--- src/rtl/controlador_vez.sv ---
// -----------------------------------------------------------------------------
// controlador_vez -- turn controller for the tic-tac-toe game.
//
// Decides whose turn it is, runs the move handshake with the board datapath,
// enforces a per-turn timeout, counts accepted moves and flags end of game.
//
// Optional feature macro: ALTERNA_INICIO_EN
//   defined   -> the first player alternates P1/P2 on every iniciar
//   undefined -> every game starts with P1 (no starter register)
//
// Ports:
//   clock        in   system clock, rising edge
//   reset        in   synchronous active-low reset
//   iniciar      in   start/restart game (highest priority)
//   jogada       in   move request level, held until ack/nack
//   jogada_ok    in   selected cell is free (valid with jogada)
//   vitoria      in   win detected for the last written move
//   jogador      out  00 idle/tie, 01 P1, 10 P2, 11 error
//   jogada_ack   out  1-cycle pulse, board writes current player's mark
//   jogada_nack  out  1-cycle pulse, move rejected (occupied cell)
//   fim_jogo     out  game over (win, tie or timeout)
//   vencedor     out  00 none/tie, 01 P1, 10 P2
//   num_jogadas  out  accepted moves in the current game, 0..9
//   timeout      out  game ended by turn timeout
// -----------------------------------------------------------------------------
module controlador_vez #(
    parameter int unsigned TIMEOUT = 5000,
    parameter int unsigned TW      = 13
) (
    input  logic       clock,
    input  logic       reset,
    input  logic       iniciar,
    input  logic       jogada,
    input  logic       jogada_ok,
    input  logic       vitoria,
    output logic [1:0] jogador,
    output logic       jogada_ack,
    output logic       jogada_nack,
    output logic       fim_jogo,
    output logic [1:0] vencedor,
    output logic [3:0] num_jogadas,
    output logic       timeout
);

    typedef enum logic [2:0] {
        OCIOSO = 3'd0,
        VEZ    = 3'd1,
        ACK    = 3'd2,
        AVALIA = 3'd3,
        SOLTA  = 3'd4,
        FIM    = 3'd5,
        ERRO   = 3'd6
    } estado_t;

    localparam logic [1:0]    P_NENHUM = 2'b00;
    localparam logic [1:0]    P_UM     = 2'b01;
    localparam logic [1:0]    P_DOIS   = 2'b10;
    localparam logic [1:0]    P_ERRO   = 2'b11;
    localparam logic [3:0]    MAX_JOG  = 4'd9;
    localparam logic [TW-1:0] T_ULTIMO = TW'(TIMEOUT - 1);

    estado_t       estado_q, estado_d;
    logic [1:0]    jogador_q, jogador_d;
    logic [1:0]    vencedor_q, vencedor_d;
    logic [3:0]    num_q, num_d;
    logic [TW-1:0] timer_q, timer_d;
    logic          ack_q, ack_d;
    logic          nack_q, nack_d;
    logic          fim_q, fim_d;
    logic          timeout_q, timeout_d;
`ifdef ALTERNA_INICIO_EN
    logic [1:0]    inicio_q, inicio_d;
`endif

    // State register
    always_ff @(posedge clock) begin
        if (!reset) begin
            estado_q <= OCIOSO;
        end else begin
            estado_q <= estado_d;
        end
    end

    // Next-state logic; iniciar overrides every other input
    always_comb begin
        estado_d = estado_q;
        if (iniciar) begin
            estado_d = VEZ;
        end else begin
            case (estado_q)
                VEZ: begin
                    // Timeout wins over a move arriving in the same cycle
                    if (timer_q == T_ULTIMO) begin
                        estado_d = ERRO;
                    end else if (jogada) begin
                        estado_d = jogada_ok ? ACK : SOLTA;
                    end
                end
                ACK:    estado_d = AVALIA;
                AVALIA: estado_d = (vitoria || (num_q == MAX_JOG)) ? FIM : SOLTA;
                SOLTA:  if (!jogada) estado_d = VEZ;
                default: estado_d = estado_q;
            endcase
        end
    end

    // Output / datapath next values; pulses are set on the transition so
    // they appear during the following cycle only
    always_comb begin
        jogador_d  = jogador_q;
        vencedor_d = vencedor_q;
        num_d      = num_q;
        timer_d    = timer_q;
        ack_d      = 1'b0;
        nack_d     = 1'b0;
        fim_d      = fim_q;
        timeout_d  = timeout_q;
`ifdef ALTERNA_INICIO_EN
        inicio_d   = inicio_q;
`endif
        if (iniciar) begin
            num_d      = 4'd0;
            vencedor_d = P_NENHUM;
            timer_d    = '0;
            fim_d      = 1'b0;
            timeout_d  = 1'b0;
`ifdef ALTERNA_INICIO_EN
            jogador_d  = inicio_q;
            inicio_d   = (inicio_q == P_UM) ? P_DOIS : P_UM;
`else
            jogador_d  = P_UM;
`endif
        end else begin
            case (estado_q)
                VEZ: begin
                    timer_d = timer_q + TW'(1);
                    if (timer_q == T_ULTIMO) begin
                        fim_d      = 1'b1;
                        timeout_d  = 1'b1;
                        jogador_d  = P_ERRO;
                        vencedor_d = P_NENHUM;
                    end else if (jogada) begin
                        ack_d  = jogada_ok;
                        nack_d = !jogada_ok;
                    end
                end
                ACK: begin
                    if (num_q != MAX_JOG) num_d = num_q + 4'd1;
                end
                AVALIA: begin
                    if (vitoria) begin
                        vencedor_d = jogador_q;
                        fim_d      = 1'b1;
                    end else if (num_q == MAX_JOG) begin
                        vencedor_d = P_NENHUM;
                        jogador_d  = P_NENHUM;
                        fim_d      = 1'b1;
                    end else begin
                        jogador_d = (jogador_q == P_UM) ? P_DOIS : P_UM;
                        timer_d   = '0;
                    end
                end
                default: ;
            endcase
        end
    end

    // Output and datapath registers
    always_ff @(posedge clock) begin
        if (!reset) begin
            jogador_q  <= P_NENHUM;
            vencedor_q <= P_NENHUM;
            num_q      <= 4'd0;
            timer_q    <= '0;
            ack_q      <= 1'b0;
            nack_q     <= 1'b0;
            fim_q      <= 1'b0;
            timeout_q  <= 1'b0;
`ifdef ALTERNA_INICIO_EN
            inicio_q   <= P_UM;
`endif
        end else begin
            jogador_q  <= jogador_d;
            vencedor_q <= vencedor_d;
            num_q      <= num_d;
            timer_q    <= timer_d;
            ack_q      <= ack_d;
            nack_q     <= nack_d;
            fim_q      <= fim_d;
            timeout_q  <= timeout_d;
`ifdef ALTERNA_INICIO_EN
            inicio_q   <= inicio_d;
`endif
        end
    end

    assign jogador     = jogador_q;
    assign vencedor    = vencedor_q;
    assign num_jogadas = num_q;
    assign jogada_ack  = ack_q;
    assign jogada_nack = nack_q;
    assign fim_jogo    = fim_q;
    assign timeout     = timeout_q;

endmodule

--- config.mk ---
export PLATFORM = sky130hd
export DESIGN_NAME = controlador_vez
export DESIGN_NICKNAME = d
export VERILOG_FILES = /design/src/rtl/controlador_vez.sv
export SDC_FILE = /design/constraint.sdc
export NUM_CORES = 1
export LEC_CHECK = 0
export CORE_MARGIN = 2
export CORE_UTILIZATION = 45
export CTS_CLUSTER_DIAMETER = 50
export DETAILED_ROUTE_END_ITERATION = 16
export PLACE_DENSITY = 0.67
export SLEW_MARGIN = 10
export SYNTH_ARGS = -nofsm -noshare
export SYNTH_HDL_FRONTEND = slang
export SYNTH_SLANG_ARGS = --single-unit
--- constraint.sdc ---
create_clock -name clock -period 5.11 [get_ports clock]
set_input_delay 0.511 -clock clock [delete_from_list [all_inputs] [get_ports clock]]
set_output_delay 0.511 -clock clock [all_outputs]
set_load 0.02 [all_outputs]
==> out/results.ini, run 1 <==
[final_layout]
drive_gt1_share_pct = 8.427
nFillCells = 276
nets = 188
regArea_um2 = 560.5
area_growth_pct = 16.05
final_util_pct = 54.38
diodes = 0
multiInputGateArea_um2 = 798.3

[clock_tree]
clk_pin_slew_worst_paths_ns = 0.15
cts_tree = built
clkLatencyLatePin_ns = 0.33
clockRootBuffer = clkbuf_4
cts_htree_levels = 1
ctsHoldBuffers = 0
cts-buffers-inserted = 3
cts_sinks = 28
post-cts-setup-buffers = 0
cts.repair.resized = 0
clockBufferDepth = 2

[setup_path]
crit_slowest_cell = clkdlybuf4s50_1
endpoint_kind = output pin
cp-start-kind = register
crit_arrival_ns = 1.47
path_buf_inv = 1
worstPathRequired_ns = 4.60
max_stage_delay_ns = 0.65
worstSetupPathType = register to output pin
critPathMaxFanout = 5
cp_cell_sequence = clkdlybuf4s50_1
worst_path_dominant_cell_family = buffers and inverters
ff2ff_setup_slack_ns = 3.27

[placement]
hpwl_mm = 2.201
gp_congestion = 0.7508
placement.io_buffers = 17

[sta]
hold_viol_final = 0
period_share_pct = 38.75
tns_ns = 0
relSlewSlack_pct = 52.29
fmax_mhz = 505.1
skew_ns = 0.005069
setup_viol = 0
min_period_ns = 1.980
final-max-slew-violation-count = 0
rsz0062_at_grt = false
worst_pin_slew_ns = 0.7141

[run]
cap_violations = 0

[global_routing]
grt_pass1_vias = 1104
globalRouteTotalUtil_pct = 18.23
grt_max_degree = 16
grt_first_pass_wirelength_mm = 4.981
gr-total-overflow = 0
antenna_found_initial = 0

[synth]
netlist_instances = 161
syn_area_mm2 = 0.001419
ys_seq_elements = 28
ys_types = 46
yosysWarnings = 0
synthFlopType = dfxtp_1
ys_seq_area_share_pct = 39.51
syn-num-nets = 170
synth_top_area_cell = dfxtp_1
synth-async-reset-ratio_pct = 0
synth_area_per_cell_um2 = 8.813
synth.area.top_cells = dfxtp_1, a21oi_1, nand2_1
synth-edff-count = 0
yosys.area.top_type_share_pct = 39.51

[power]
leakage_nw = 0.5899
pwr_density_cell_mw_per_mm2 = 219.9
peakVddDrop_v = 0.0001371

[routing]
firstDrtPassIters = 4
wl_per_cell_um = 13.38
drcViolationCount = 0
vias = 1225
routed_via_density = 5.518
antenna_left = 0
drt_iter0_markers = 39
wl_mm = 2.971

[floorplanning]
core_area_mm2 = 0.003028
die_x_um = 60.15
die_y_um = 60.15
die_area_mm2 = 0.003618
rows = 20
initial_core_util_pct = 46.86
boundaryPins = 18

[worst_hold_path]
hp-class = register to register

[outcome]
status = finished, final reports clean

## power by group
group | total (mW) | switching, mW | internal [mW] | leakage, nW
sequential | 0.224 | 0.00299 | 0.221 | 0.226
combinational | 0.0274 | 0.0158 | 0.0116 | 0.343
clock | 0.111 | 0.0672 | 0.0437 | 0.0210
## synth_stat cells (4+ instances only)
master and instances:
dfxtp_1 28, a21oi_1 15, nand2_1 13, nor2_1 13, inv_1 7, nand3_1 7, o21ai_0 7, o31ai_1 6
or4_1 6, nor2b_1 4, xor2_1 4
## worst register-to-register path, delay by kind of cell (launching register included)
kind / cells / cell delay (ns)
AOI/OAI and AO/OA: 3 / 0.83
DFF: 1 / 0.43
adders and majority gates: 1 / 0.23
and+or+nand+nor: 1 / 0.20
buffers and inverters: 1 / 0.06
## cell type report
type                    count  share of cell area (%)
clock buffers               4                   2.204
inverters                   7                   1.596
multi-input cells         122                   48.48
flip-flops and latches     28                   34.04
well taps                  44                   3.343
repair buffers             17                   10.33
## final timing paths
path / startpoint / to / depth (start not counted)
setup / recovery: num_jogadas[3] / num_jogadas[3] / 1
hold / removal: timeout / timeout / 2
setup reg to reg: num_jogadas[1] / estado_q[0] / 6
hold reg to reg: timeout / timeout / 2
## through the flow
stage | hold WS [ns] | cell area (um^2) | power, mW | std cells | setup slack (ns)
CTS | 0.4655 | 1647 | 0.3665 | 222 | 3.106
finish | 0.4630 | 1647 | 0.3621 | 222 | 3.130
global placement | 0.4350 | 1610 | 0.2555 | 218 | 3.050
floorplan | 0.4471 | 1419 | 0.2472 | 161 | 3.317
global route | 0.4911 | 1647 | 0.3761 | 222 | 3.055
detailed placement | 0.4443 | 1610 | 0.2556 | 218 | 3.012
## state kept, by name, summed over array words and instances, names as in the netlist
| name | count |
|---|---|
| estado_q | 3 |
| fim_jogo | 1 |
| jogada_ack | 1 |
| jogada_nack | 1 |
| jogador | 2 |
| num_jogadas | 4 |
| timeout | 1 |
| timer_q | 13 |
| vencedor | 2 |
## kinds of logic (layout without fill, tap and decap cells)
logic type / after synthesis / in the layout / share of synthesized area [%]
adders and majority gates: 3 / 3 / 2.646
buffers and inverters: 11 / 28 / 4.233
DFF: 28 / 28 / 39.51
AOI/OAI and AO/OA: 43 / 43 / 19.40
and+or+nand+nor: 72 / 72 / 31.75
xor gates and xnor gates: 4 / 4 / 2.469
## placed cells by master, fill, tap and decap left out, types with 6 or more instances in the layout
master           instances
o31ai_1                  6
nor2_1                  13
clkdlybuf4s50_1         17
inv_1                    7
or4_1                    6
o21ai_0                  7
nand2_1                 13
dfxtp_1                 28
a21oi_1                 15
nand3_1                  7
## routing by layer
layer / track usage (%) / vias up / part of all wire, %
met4: 4.762 / 0 / 0.64
li1: - / 637 / -
met2: 27.80 / 30 / 45
met1: 25.56 / 556 / 50
met5: 0 / - / 0
met3: 4.545 / 2 / 4.3
Power figures use the tool's default switching activity.
==> inputs of run 2 (changes only) <==
- clock period: 5.11 -> 2 ns (I/O delays scaled with it)
==> run 2 against run 1 <==
Compared with the run above: sequential cell count did not move; final cell count increased by 1.8%; design area up 1.8%; sequential share of layout area down 0.61 points; count of clock-buffer cells in the layout did not move; routed wire length increased by 0.44%; register-to-register slack got worse by 3.1 ns; largest cell class unchanged; global-route usage shrank 0.27 points; critical endpoint is now timer_q[5]; largest power group unchanged; worst setup slack worse by 2.9 ns; via count rose by 2.9%.
==> out/results.ini, run 2 (synthesis results as in run 1) <==
[power]
power_frac_seq_pct = 62.0
pwr_density_cell_mw_per_mm2 = 549.9
internal_power_mw = 0.7084
leakage_nw = 0.6092
clkPwrFrac_pct = 29.9
comb_power_share_pct = 8.0
peakVddDrop_v = 0.0005040
switching_power_mw = 0.2135
netSwitchingFraction_pct = 23.16

[global_routing]
globalRouteTotalUtil_pct = 17.96
grt_max_degree = 16
grt_pass1_vias = 1156
gr-total-overflow = 0
antenna_found_initial = 0
grt_first_pass_wirelength_mm = 5.002

[sta]
timing.hold.ws_ns = 0.4541
relSlewSlack_pct = 69.23
rsz0062_at_grt = false
period_share_pct = 89.31
tns_ns = 0
final-max-slew-violation-count = 0
setup_viol = 0
hold_viol_final = 0
min_period_ns = 1.786
worst_pin_slew_ns = 0.4499
skew_ns = 0.004233
fmax_mhz = 559.9

[worst_hold_path]
holdCritStartpoint = jogada_ok
hp-class = input port to register
min_path_cells = 2
worst_hold_path.endpoint = jogada_nack

[clock_tree]
clockRootBuffer = clkbuf_4
cts-buffers-inserted = 3
cts_tree = built
post-cts-setup-buffers = 0
cts.repair.resized = 0
clkLatencyLatePin_ns = 0.33
cts_htree_levels = 1
clockBufferDepth = 2
clk_pin_slew_worst_paths_ns = 0.15
cts_sinks = 28
ctsHoldBuffers = 0

[setup_path]
r2r_end = timer_q[5]
max_stage_delay_ns = 0.55
r2r_cells = 6
worstSetupPathType = register to register
rr_startpoint = num_jogadas[1]
crit_slowest_cell = or4_1
ff2ff_setup_slack_ns = 0.21
worstPathRequired_ns = 2.27
cp-start-kind = register
critPathMaxFanout = 11
crit_arrival_ns = 2.05
cp_cell_sequence = inv_1, ha_1, nand4b_4, nand3_2, or4_1, a21oi_1
endpoint_kind = register

[floorplanning]
rows = 20
core_area_mm2 = 0.003028
boundaryPins = 18
die_area_mm2 = 0.003618
die_y_um = 60.15
die_x_um = 60.15
initial_core_util_pct = 46.86

[routing]
drcViolationCount = 0
antenna_left = 0
vias = 1261
wl_mm = 2.984
routed_via_density = 5.580
wl_per_cell_um = 13.20
firstDrtPassIters = 4
drt_iter0_markers = 35

[final_layout]
layout_common_cells = dfxtp_1, clkdlybuf4s50_1, a21oi_1
layout_commonest_cell = dfxtp_1
drive_gt1_share_pct = 10.44
top_register = timer_q
finalInstanceArea_mm2 = 0.001677
final_util_pct = 55.37
diodes = 0
largest_reg_flops = 13
nets = 192
area_growth_pct = 18.17

[placement]
hpwl_mm = 2.221
placement.io_buffers = 17
dpl-instance-area_mm2 = 0.001640
gp_congestion = 0.8153

[outcome]
status = finished, final reports clean

[run]
cap_violations = 0

## run 2: metal layers
layer	track usage (%)	part of all wire, %	up-vias
met4	2.857	0.44	0
li1	-	-	641
met1	25.60	53	598
met3	5.195	2.8	2
met2	27.33	44	20
met5	0	0	-
## run 2: worst max path at each step
stage	from	to	cells past startpoint
3_3_place_gp	vitoria	timer_q[5]	5
3_5_place_dp	vitoria	timer_q[5]	5
2_1_floorplan	num_jogadas[1]	timer_q[11]	7
5_1_grt	num_jogadas[1]	timer_q[9]	6
6_report	num_jogadas[1]	timer_q[5]	6
4_1_cts	num_jogadas[1]	timer_q[5]	6
## run 2: through the flow
step                      setup slack [ns]  power [mW]  instances
after floorplan                     0.2067      0.6316        161
after global placement              0.2551      0.6564        222
after detailed placement            0.2161      0.6575        222
after CTS                           0.1949      0.9296        226
after global routing               0.08902      0.9591        226
final                               0.2139      0.9219        226
## run 2: cell type report
type / count / area [um^2]
fill: 304 / 1351
multi-input combinational: 122 / 798.3
sequential: 28 / 560.5
timing repair buffer: 21 / 200.2
tap: 44 / 55.05
clock buffer: 4 / 36.28
inverter: 7 / 26.28
## run 2: critical path, delay by kind of cell, from the launching register on
family | cells | cell delay [ns]
AO/OA/AOI/OAI | 1 | 0.15
adder cells (fa/ha/maj) | 1 | 0.23
buffers and inverters | 1 | 0.06
flip-flops | 1 | 0.42
AND/OR/NAND/NOR | 3 | 0.88
## run 2: power groups by stage
stage / combinational [mW] / clock [mW] / sequential, mW
2_1_floorplan: 0.0473 / 0 / 0.584
3_3_place_gp: 0.0729 / 0 / 0.584
3_5_place_dp: 0.0736 / 0 / 0.584
4_1_cts: 0.0742 / 0.284 / 0.572
5_1_grt: 0.0821 / 0.304 / 0.573
6_report: 0.0741 / 0.276 / 0.572
